$ cat src/rtl/cnn_pkg.sv
// cnn_pkg: shared types and defaults for the conv tile loader and its address generator.
package cnn_pkg;
  localparam int NCH_DEF = 8;
  localparam int NWORD_DEF = 32;
  localparam int DW_DEF = 32;
  localparam logic SEL_IFM = 1'b0;
  localparam logic SEL_WGT = 1'b1;
  typedef enum logic [2:0] {
    IDLE,
    LOAD_IFM,
    LOAD_WGT,
    RUN,
    WAIT_DONE
  } ld_state_e;
endpackage

$ cat src/rtl/tile_addr_gen.sv
// tile_addr_gen: channel/word write counter, word index fastest, with clear and last-beat flag.
module tile_addr_gen #(
  parameter int NCH = cnn_pkg::NCH_DEF,
  parameter int NWORD = cnn_pkg::NWORD_DEF
) (
  input  logic                     clk,
  input  logic                     rst_n,
  input  logic                     clr_i,
  input  logic                     en_i,
  input  logic [7:0]               nif_i,
  input  logic [7:0]               nwords_i,
  output logic [$clog2(NCH)-1:0]   ch_o,
  output logic [$clog2(NWORD)-1:0] addr_o,
  output logic                     last_o
);
  logic [$clog2(NCH)-1:0] ch_q, ch_d;
  logic [$clog2(NWORD)-1:0] addr_q, addr_d;
  logic wrap;
  assign wrap = 8'(addr_q) == nwords_i - 8'd1;
  assign last_o = wrap && 8'(ch_q) == nif_i - 8'd1;
  assign ch_o = ch_q;
  assign addr_o = addr_q;
  always_comb begin
    ch_d = clr_i ? '0 : (en_i && wrap) ? ch_q + 1'b1 : ch_q;
    addr_d = clr_i ? '0 : !en_i ? addr_q : wrap ? '0 : addr_q + 1'b1;
  end
  always_ff @(posedge clk or negedge rst_n) begin
    if (!rst_n) begin
      ch_q <= '0;
      addr_q <= '0;
    end else begin
      ch_q <= ch_d;
      addr_q <= addr_d;
    end
  end
endmodule

$ cat src/rtl/conv_tile_loader.sv
// conv_tile_loader: fills ifm then weight tile buffers from a valid/ready stream, then launches the conv.
module conv_tile_loader #(
  parameter int NCH = cnn_pkg::NCH_DEF,
  parameter int NWORD = cnn_pkg::NWORD_DEF,
  parameter int DW = cnn_pkg::DW_DEF
) (
  input  logic                     clk,
  input  logic                     rst_n,
  input  logic                     start,
  input  logic [7:0]               nif,
  input  logic [7:0]               nwords,
  input  logic                     s_valid,
  input  logic [DW-1:0]            s_data,
  output logic                     s_ready,
  output logic                     buf_we,
  output logic                     buf_sel,
  output logic [$clog2(NCH)-1:0]   buf_ch,
  output logic [$clog2(NWORD)-1:0] buf_addr,
  output logic [DW-1:0]            buf_wdata,
  output logic                     conv_run,
  input  logic                     conv_done,
  output logic                     busy,
  output logic                     cfg_err
);
  import cnn_pkg::*;
  ld_state_e state_q, state_d;
  logic [7:0] nif_q, nwords_q;
  logic cfg_err_q, we_q, sel_q;
  logic [$clog2(NCH)-1:0] ch_q, gen_ch;
  logic [$clog2(NWORD)-1:0] addr_q, gen_addr;
  logic [DW-1:0] wdata_q;
  logic gen_last, legal, req, go, acc, clr;
  assign legal = nif != 8'd0 && nif <= 8'(NCH) && nwords != 8'd0 && nwords <= 8'(NWORD);
  assign req = state_q == IDLE && start;
  assign go = req && legal;
  assign s_ready = state_q == LOAD_IFM || state_q == LOAD_WGT;
  assign acc = s_valid && s_ready;
  // Counters restart on tile launch and at each buffer boundary.
  assign clr = go || (acc && gen_last);
  tile_addr_gen #(.NCH(NCH), .NWORD(NWORD)) u_addr (
    .clk(clk),
    .rst_n(rst_n),
    .clr_i(clr),
    .en_i(acc),
    .nif_i(nif_q),
    .nwords_i(nwords_q),
    .ch_o(gen_ch),
    .addr_o(gen_addr),
    .last_o(gen_last)
  );
  always_comb begin
    state_d = state_q;
    case (state_q)
      IDLE:      state_d = go ? LOAD_IFM : IDLE;
      LOAD_IFM:  state_d = (acc && gen_last) ? LOAD_WGT : LOAD_IFM;
      LOAD_WGT:  state_d = (acc && gen_last) ? RUN : LOAD_WGT;
      RUN:       state_d = WAIT_DONE;
      WAIT_DONE: state_d = conv_done ? IDLE : WAIT_DONE;
      default:   state_d = IDLE;
    endcase
  end
  always_ff @(posedge clk or negedge rst_n) begin
    if (!rst_n) begin
      state_q <= IDLE;
      nif_q <= '0;
      nwords_q <= '0;
      cfg_err_q <= 1'b0;
      we_q <= 1'b0;
      sel_q <= SEL_IFM;
      ch_q <= '0;
      addr_q <= '0;
      wdata_q <= '0;
    end else begin
      state_q <= state_d;
      cfg_err_q <= req && !legal;
      we_q <= acc;
      if (go) begin
        nif_q <= nif;
        nwords_q <= nwords;
      end
      if (acc) begin
        sel_q <= state_q == LOAD_WGT ? SEL_WGT : SEL_IFM;
        ch_q <= gen_ch;
        addr_q <= gen_addr;
        wdata_q <= s_data;
      end
    end
  end
  assign buf_we = we_q;
  assign buf_sel = sel_q;
  assign buf_ch = ch_q;
  assign buf_addr = addr_q;
  assign buf_wdata = wdata_q;
  assign conv_run = state_q == RUN;
  assign busy = state_q != IDLE;
  assign cfg_err = cfg_err_q;
endmodule
$ cat config.mk
export PLATFORM = sky130hd
export DESIGN_NAME = conv_tile_loader
export DESIGN_NICKNAME = d
export VERILOG_FILES = /design/src/rtl/cnn_pkg.sv /design/src/rtl/tile_addr_gen.sv /design/src/rtl/conv_tile_loader.sv
export SDC_FILE = /design/constraint.sdc
export NUM_CORES = 1
export LEC_CHECK = 0
export ABC_AREA = 1
export CAP_MARGIN = 20
export CORE_ASPECT_RATIO = 1.2
export CORE_MARGIN = 2
export CORE_UTILIZATION = 26
export DETAILED_ROUTE_END_ITERATION = 12
export DONT_BUFFER_PORTS = 1
export HOLD_SLACK_MARGIN = 0.08
export PLACE_DENSITY = 0.49
export SETUP_SLACK_MARGIN = 0.5
export SLEW_MARGIN = 0
export SYNTH_ARGS = -nofsm -noshare
export SYNTH_HDL_FRONTEND = slang
export SYNTH_SLANG_ARGS = --single-unit
$ cat constraint.sdc
create_clock -name clk -period 1.7 [get_ports clk]
set_input_delay 0.34 -clock clk [delete_from_list [all_inputs] [get_ports clk]]
set_output_delay 0.34 -clock clk [all_outputs]
set_load 0.1 [all_outputs]
; ---- After elaboration in Yosys (flattened, before gate mapping)
; Index checks and enable logic that the tools add are counted.
[totals]
reg_bits = 70
latchBits = 0
ram_bits = 0
romBits = 0
n_memories = 0
[classes]
n_addsub = 4
mul = 0
n_div = 0
magnitude_cmp = 2
n_eq_ne = 6
n_shift = 0
n_mux = 11
n_bitwise = 0
reduce_logical = 19
[op_table]
columns = op, count
row1 = $reduce_bool 8->1, 2
row2 = $sub 8x1->8 const B, 2
row3 = $mux 5, 3
row4 = $pmux 3 s5, 1
row5 = $logic_and 1x1->1, 10
row6 = $mux 3, 3
row7 = $eq 3x8->1, 1
row8 = $eq 5x8->1, 1
row9 = $le 8x4->1 const B, 1
row10 = $le 8x6->1 const B, 1
row11 = $eq 3x2->1 const B, 2
row12 = $add 5x1->5 const B, 1
row13 = $reduce_bool 2->1, 2
row14 = $add 3x1->3 const B, 1
row15 = $eq 3x1->1 const B, 1
row16 = $eq 3x3->1 const B, 1
row17 = $logic_not 3->1, 1
row18 = $mux 1, 3
row19 = $reduce_bool 3->1, 1
row20 = $logic_or 1x1->1, 2
row21 = $mux 2, 1
row22 = $logic_not 1->1, 1

; ---- Longest topological paths before layout
; Gate-level depths: netlist (run 1).
[depth]
ltp_word = 7
mapped_depth = 14

; ---- Cells and area by module
; Synthesis (run 1) repeated with hierarchy kept, for this count alone.
[hier_totals]
cells_unflattened = 425
hier_area_um2 = 3345.7
[by_module_without_submodules]
columns = mod, n_inst, cells_per_inst, area_per_inst_um2, seq_area_each_um2
row1 = conv_tile_loader, 1, 290, 2493.6, 1551.5
row2 = tile_addr_gen, 1, 135, 852.1, 200.2

; ---- Least setup slack after synthesis (run 1)
; OpenSTA, ideal clock, no wires.
[synth_path]
path_type = register to register
start = register state_q[2]
end = register u_addr.addr_q[4], in the netlist u_addr.addr_o[4]
setup_ns = 0.120
arrival_time_ns = 2.011
path_slack_ns = -0.430
path_stages_with_launch = 10
cell_sequence = dfrtp_1 -> inv_2 -> nand3_1 -> nand2_1 -> nand2_2 -> inv_2 -> nand3_1 -> nor2_1 -> xor2_1 -> nor2_1
[synth_via]
elab_chain_len = 6
[synth_rtl]
columns = element, line_no
row1 = "start, declared", conv_tile_loader.sv:26  ; ld_state_e state_q, state_d;
row2 = "start signal, assigned", conv_tile_loader.sv:74  ; state_q <= state_d;
row3 = $eq 3x1->1 or $eq 3x2->1 (tied branches), conv_tile_loader.sv:36  ; assign s_ready = state_q == LOAD_IFM || state_q == LOAD_WGT;
row4 = $logic_or 1x1->1 *, conv_tile_loader.sv:36
row5 = net s_ready, conv_tile_loader.sv:14  ; output logic s_ready,
row6 = $logic_and 1x1->1 *, conv_tile_loader.sv:37  ; assign acc = s_valid && s_ready;
row7 = $logic_and 1x1->1, conv_tile_loader.sv:39  ; assign clr = go || (acc && gen_last);
row8 = $logic_or 1x1->1, conv_tile_loader.sv:39
row9 = $mux 5 or $reduce_bool 2->1 (tied branches), --
row10 = "end signal, assigned", tile_addr_gen.sv:33  ; addr_q <= addr_d;
row11 = "end, declared", tile_addr_gen.sv:17  ; logic [$clog2(NWORD)-1:0] addr_q, addr_d;
; Mark *: on every way through the listed nets, which the timed path passes. The rest lies on a longest branch.
; A chain may end at the register's enable or synchronous reset.

; ---- Worst setup path after layout (run 1)
[layout_path]
start = register nwords_q[0]
end = register u_addr.ch_q[1], in the netlist u_addr.ch_o[1]
[layout_via]
elab_chain_len = 6
[layout_rtl]
columns = element, line_no
row1 = "start, declared", conv_tile_loader.sv:27  ; logic [7:0] nif_q, nwords_q;
row2 = "start signal, assigned", conv_tile_loader.sv:79  ; nwords_q <= nwords;
row3 = $sub 8x1->8 *, tile_addr_gen.sv:19  ; assign wrap = 8'(addr_q) == nwords_i - 8'd1;
row4 = $eq 5x8->1 *, tile_addr_gen.sv:19
row5 = $logic_and 1x1->1, tile_addr_gen.sv:20  ; assign last_o = wrap && 8'(ch_q) == nif_i - 8'd1;
row6 = $logic_and 1x1->1, conv_tile_loader.sv:39
row7 = $logic_or 1x1->1, conv_tile_loader.sv:39
row8 = $mux 3 or $reduce_bool 2->1 (tied branches), --
row9 = "end signal, assigned", tile_addr_gen.sv:32  ; ch_q <= ch_d;
row10 = "end, declared", tile_addr_gen.sv:16  ; logic [$clog2(NCH)-1:0] ch_q, ch_d;
; Mark *: on every way between the ends. The rest lies on a longest branch, timed or not.

==> run_results.csv, run 1 <==
group,metric,value,unit
outcome,violations,"hold timing",
die,num_rows,44,
final_layout,final_cell_mix,"nand2_1, nand2_2, dfrtp_4",
grt,grt_use_total,0.1544,
place,hpwl,5574,um
grt,grt_pass1_wl,16000,um
setup_path,r2r-end,"u_addr.ch_o[1]",
clocking,clk-insertion-delay-late,0.34,ns
final_layout,nets,527,
place,dpl_cell_area,3690,um2
setup_path,r2r_cells,14,
die,io-pin-count,99,
routing,drtIter0Drc,118,
clocking,h-tree-depth,3,
sta,setup_viol,0,
clocking,clk_pin_slew_worst_paths,0.06,ns
setup_path,critPathKind,"register to register",
setup_path,critPathSlowestCell,"dfrtp_1",
setup_path,critPathMaxStageDelay,0.39,ns
place,dp_cells,576,
synthesis,synthArstFlopShare,1.000,
sta,holdWs,-0.3063,ns
synthesis,synth.area.top_cells,"dfrtp_1, nand2_1, inv_1",
sta,rsz0062_at_grt,"true",
final_layout,instances_no_fill,636,
clocking,cts_max_path_buffers,2,
routing,wl_per_cell,15.91,um
setup_path,cp_data_required_time,1.98,ns
final_layout,layout_commonest_cell,"nand2_1",
die,start_util,0.2681,
sta,hold_viol_final,70,
final_layout,multi_input_area,1948,um2
die,chipWidth,106.5,um
clocking,tritoncts,"done",
min_path,min_path_type,"primary input to async pin",
routing,routed_wl,10120,um
sta,finClkSkew,0.009104,ns
sta,fin_crit,1.691,ns
synthesis,ys_ff_latch,70,
synthesis,synth_cell_types,27,
synthesis,synth_enable_flop_cells,0,
routing,vias,2843,
final_layout,postLayoutCoreUtil,0.4429,
synthesis,syn_inst,417,
routing,drc,0,
synthesis,synth_flop_cell,"dfrtp_1",
synthesis,ys_seq_area_frac,0.5346,
synthesis,synth_area_leader_cell,"dfrtp_1",
synthesis,syn_area,3277,um2
sta,fmax,591.4,MHz
power,p_per_area,1611,nW/um2
final_layout,regArea,1916,um2
sta,slew_violations,0,
synthesis,synth_nets,474,
power,power.leakage,2.428,nW
synthesis,syn_area_per_cell,7.858,um2
final_layout,final_area,5413,um2
final_layout,diodes,0,
setup_path,start_kind,"register",
place,io_buffers,0,
clocking,cts_root_buffer,"clkbuf_16",
synthesis,synth_warnings,0,
final_layout,drive_gt1_frac,0.5411,
setup_path,critical_path.cell_chain,"inv_2, ha_4, inv_1, nand2_1, nand2_1, nand2_1, inv_1, nor2_2, nand2_1, nor2_2, nand3_4, nor2_2, nand3_2, nand2_1",
clocking,cts_buffers,9,
grt,grt_antenna_before_repair,0,
grt,grt_max_degree,71,
routing,vias_per_cell,4.470,
sta,period_share,0.9946,
grt,grt-ovfl-total,0,
clocking,clock-sinks,70,
synthesis,synth_top_area_share,0.5346,
routing,ant_nets,0,
setup_path,crit_top_cell,"nand2_1",
sta,worst_pin_slew,0.4498,ns
outcome,status,"finished, violations left",
die,die_y,127.0,um
setup_path,end_kind,"register",
setup_path,rrSetupSlack,0.009,ns
final_layout,area_growth,65.18,%
power,vdd_drop_max,1.158,mV
setup_path,crit_arrival,1.97,ns
routing,dr.pass1.iters,4,
die,dieArea,13520,um2
setup_path,r2r-start,"nwords_q[0]",
final_layout,nFillCells,1140,
place,globalplace.congestion,0.7920,
grt,grt_pass1_vias,3040,
sta,slew_headroom,0.6997,
run,max-cap-violations,0,
die,design.core.area,12220,um2
setup_path,crit_fanout,6,
-- timing repair --
item,CTS,global route
hold endpoints to repair,70,70
setup endpoints to repair,114,115
pin swaps,33,35
gates cloned,16,1
setup buffers,21,6
resized for setup,135,101
-- area by class of cell --
cell class	count	area share
Clock buffer	11	0.04485
Inverter	49	0.03953
Multi-Input combinational cell	291	0.3599
Sequential cell	70	0.3539
Tap cell	161	0.03722
Timing Repair inverter	1	0.002080
Clock inverter	5	0.01965
Timing Repair Buffer	48	0.1429
-- synthesized netlist by cell type (2+ instances only) --
library cell  number
nand2_1          179
dfrtp_1           70
inv_1             44
nor2_1            35
nand3_1           16
o21ai_0           16
a21oi_1            5
buf_4              5
inv_2              5
buf_2              4
ha_1               4
nand2_2            4
nand4_1            4
xnor2_1            4
clkbuf_1           3
nor2_2             3
xor2_1             3
nand3_2            2
nor3_1             2
or2_2              2
-- through the flow --
stage               worst slack [ns]  power, mW  setup TNS, ns  hold slack [ns]
CTS                          0.01128      8.474              0          -0.3187
global placement             0.02098      5.727              0          0.04679
floorplan                     0.1158      5.512              0          0.04441
finish                      0.009230      8.720              0          -0.3063
global route                 -0.1511      9.031         -1.108          -0.3254
detailed placement         -0.005059      5.748      -0.007021          0.04646
-- logic make-up after synthesis --
group	count (synthesis)	synth area share
compound gates	25	0.04009
xor+xnor	7	0.01871
fa+ha+maj	4	0.01527
buf+inv	61	0.07713
flops	70	0.5346
simple gates	250	0.3142
-- metal layers --
| metal | vias up | part of all wire | wire, um | global-route usage |
|---|---|---|---|---|
| met1 | 1389 | 0.40 | 4027 | 0.1749 |
| li1 | 1399 | - | - | - |
| met2 | 46 | 0.55 | 5616 | 0.2794 |
| met4 | 0 | 0.012 | 125 | 0.05271 |
| met5 | - | 0 | 0 | 0 |
| met3 | 9 | 0.035 | 352 | 0.04184 |
-- power breakdown --
part	total [mW]	internal, mW	leakage, nW	switching (mW)
Sequential	5.27	2.27	0.830	2.99
Clock	2.23	1.48	0.166	0.749
Combinational	1.23	0.619	1.43	0.607
-- worst max path at each step --
stage	depth (start not counted)	end	startpoint
after floorplan	13	u_addr.addr_o[0]	nwords_q[0]
after global placement	11	u_addr.addr_o[0]	nwords_q[0]
after detailed placement	11	u_addr.addr_o[1]	nwords_q[0]
after CTS	13	state_q[0]	nwords_q[0]
after global routing	13	state_q[0]	nwords_q[0]
final	14	u_addr.ch_o[1]	nwords_q[0]
-- critical path: cells and delay by family (launching register included) --
kind / cells / cell delay (ns)
fa+ha+maj: 1 / 0.14
buf+inv: 3 / 0.17
simple gates: 10 / 0.92
flops: 1 / 0.39
-- state kept, by name, indices dropped and copies added (netlist names) --
| name | cells |
|---|---|
| buf_ch | 3 |
| nif_q | 8 |
| u_addr.addr_o | 5 |
| buf_addr | 5 |
| nwords_q | 8 |
| buf_wdata | 32 |
| u_addr.ch_o | 3 |
| buf_sel | 1 |
| cfg_err | 1 |
| buf_we | 1 |
| state_q | 3 |
Power figures use the tool's default switching activity.
==> run 2: changes to the inputs <==
--- a/config.mk
+++ b/config.mk
@@ -15,7 +15,7 @@
 export HOLD_SLACK_MARGIN = 0.08
 export PLACE_DENSITY = 0.49
 export SETUP_SLACK_MARGIN = 0.5
-export SLEW_MARGIN = 0
+export SLEW_MARGIN = 15
 export SYNTH_ARGS = -nofsm -noshare
 export SYNTH_HDL_FRONTEND = slang
 export SYNTH_SLANG_ARGS = --single-unit
==> results of run 2 <==
No change in the layout: final DEF, timing and power equal those of run 1.
==> run 3: changes to the inputs <==
--- a/config.mk
+++ b/config.mk
@@ -5,7 +5,6 @@
 export SDC_FILE = /design/constraint.sdc
 export NUM_CORES = 1
 export LEC_CHECK = 0
-export ABC_AREA = 1
 export CAP_MARGIN = 20
 export CORE_ASPECT_RATIO = 1.2
 export CORE_MARGIN = 2
==> run_results.csv, run 3 <==
group,metric,value,unit
outcome,status,"finished, violations left",
outcome,violations,"hold timing, setup timing",
synthesis,synthTopCellsByCount,"nand2_1, dfrtp_1, nor2_1",
grt,grt-ovfl-total,0,
synthesis,synth_warnings,0,
final_layout,largest_reg_flops,32,
sta,period_share,1.382,
power,power.leakage,2.396,nW
setup_path,crit_arrival,2.60,ns
clocking,cts_root_buffer,"clkbuf_16",
sta,rsz0062_at_grt,"true",
sta,holdWs,-0.2967,ns
sta,hold_viol_final,70,
setup_path,cp_data_required_time,1.95,ns
place,dp_cells,526,
routing,vias,2652,
synthesis,synth_area_leader_cell,"dfrtp_1",
setup_path,r2r_cells,8,
synthesis,yosys.area_share.simple,0.2637,
die,dieArea,12850,um2
setup_path,critPathKind,"register to register",
routing,wl_per_cell,15.99,um
synthesis,ys_seq_area_frac,0.5636,
run,max-cap-violations,0,
grt,grt_use_total,0.1487,
synthesis,synth.area.top_cells,"dfrtp_1, nand2_1, mux2_2",
synthesis,syn_area_per_cell,9.361,um2
final_layout,multi_input_area,1714,um2
die,io-pin-count,99,
final_layout,drive_gt1_frac,0.6235,
final_layout,nFillCells,1062,
routing,vias_per_cell,4.557,
clocking,cts_buffers,9,
synthesis,synth_flop_cell,"dfrtp_1",
clocking,clk_pin_slew_worst_paths,0.06,ns
routing,ant_nets,0,
setup_path,crit_fanout,4,
final_layout,instances_no_fill,582,
synthesis,synth_xor_area_frac,0.03382,
sta,worst_pin_slew,0.4413,ns
setup_path,end_kind,"register",
sta,setup_viol,59,
power,vdd_drop_max,1.075,mV
synthesis,synthArstFlopShare,1.000,
sta,slew_headroom,0.7045,
die,num_rows,43,
synthesis,synth_enable_flop_cells,0,
setup_path,start_kind,"register",
clocking,tritoncts,"done",
clocking,h-tree-depth,3,
place,io_buffers,0,
grt,grt_pass1_wl,14810,um
synthesis,synth_top_area_share,0.5636,
routing,dr.pass1.iters,4,
place,globalplace.congestion,0.7699,
die,design.core.area,11620,um2
setup_path,rrSetupSlack,-0.65,ns
grt,grt_pass1_vias,2802,
die,start_util,0.2674,
sta,fin_crit,2.350,ns
synthesis,syn_area,3108,um2
final_layout,diodes,0,
die,chipWidth,103.8,um
final_layout,final_cell_mix,"nand2_1, nand2_2, buf_4",
place,hpwl,5244,um
final_layout,postLayoutCoreUtil,0.4577,
final_layout,regArea,1916,um2
synthesis,synth.most_common_cell,"nand2_1",
synthesis,syn_inst,332,
synthesis,synth_cell_types,45,
synthesis,synth_compound_area_frac,0.06804,
grt,grt_max_degree,71,
power,p_per_area,1888,nW/um2
final_layout,layout_commonest_cell,"nand2_1",
die,die_y,123.8,um
sta,slew_violations,0,
routing,drtIter0Drc,79,
final_layout,nets,477,
sta,finClkSkew,0.004527,ns
synthesis,synth_nets,389,
routing,drc,0,
clocking,cts_max_path_buffers,2,
synthesis,ys_ff_latch,70,
synthesis,synth_top_family_by_area,"simple AND/OR/NAND/NOR gates",
final_layout,area_growth,71.14,%
min_path,min_path_type,"primary input to async pin",
clocking,clock-sinks,70,
synthesis,synth_mux_area_frac,0.02496,
clocking,clk-insertion-delay-late,0.33,ns
sta,setup_slack,-0.6497,ns
routing,routed_wl,9305,um
grt,grt_antenna_before_repair,0,
synthesis,synth_fa_ha_area_frac,0.01610,
sta,fmax,425.6,MHz
==> run 3: where the power goes <==
group	total [mW]	switching, mW	internal, mW	leakage [nW]
registers	5.29	2.97	2.33	0.810
clock network	1.83	0.678	1.15	0.149
logic	2.92	1.38	1.55	1.44
total	10.0	5.02	5.02	2.40
==> run 3: final cells by class <==
type | instances | share of cell area
tap | 157 | 0.03693
multi-input combinational | 239 | 0.3223
inverter | 9 | 0.01106
timing repair buffer | 91 | 0.2136
sequential | 70 | 0.3602
clock buffer | 14 | 0.05340
clock inverter | 2 | 0.002588
==> run 3: cell families after synthesis <==
logic type               after synthesis
AND/OR/NAND/NOR                      184
flip-flops                            70
XOR/XNOR                              12
buffers and inverters                 23
AO/OA/AOI/OAI                         32
multiplexers                           7
adder cells (fa/ha/maj)                4
==> run 3: metrics by stage <==
stage | hold slack (ns) | setup WS [ns] | setup TNS (ns) | total power, mW | cell area, um2
final | -0.2967 | -0.6497 | -9.526 | 10.04 | 5319
after global routing | -0.3140 | -0.6994 | -13.56 | 10.51 | 5319
after CTS | -0.3100 | -0.6467 | -6.395 | 9.811 | 4971
after detailed placement | 0.04725 | -0.6863 | -20.75 | 6.641 | 3789
after global placement | 0.04803 | -0.6378 | -20.07 | 6.595 | 3789
after floorplan | 0.04441 | -0.6462 | -13.94 | 6.123 | 3281
==> run 3: worst paths after layout <==
| check | to | startpoint |
|---|---|---|
| worst max-delay path | state_q[0] | nwords_q[0] |
| worst min-delay path | nif_q[1] | rst_n |
| worst max register to register | state_q[0] | nwords_q[0] |
| worst min register to register | nif_q[5] | nif_q[5] |
| max in group asynchronous | buf_addr[3] | rst_n |
| min in group clk | buf_wdata[11] | s_data[11] |
==> run 3: timing repair <==
item | in CTS | in global routing
buffers inserted | 21 | 7
cloned | 12 | 0
pin swaps | 44 | 36
endpoints found under the setup margin | 115 | 116
endpoints found under the hold margin | 70 | 70
gates resized for setup | 150 | 81
==> run 3: critical path: stages (launching register included) <==
cell     delay (ns)
dfrtp_1        0.38
inv_2          0.09
ha_4           0.14
nor2b_1        0.04
or3_1          0.34
a31o_1         0.20
or4_4          0.54
or4_1          0.40
a21oi_1        0.14
==> run 3: per-layer routing <==
metal,up-vias,GRT usage,routed length (um)
met3,12,0.04082,526
met5,-,0,0
met1,1281,0.1787,3921
met2,84,0.2586,4713
met4,0,0.05152,144
li1,1275,-,-
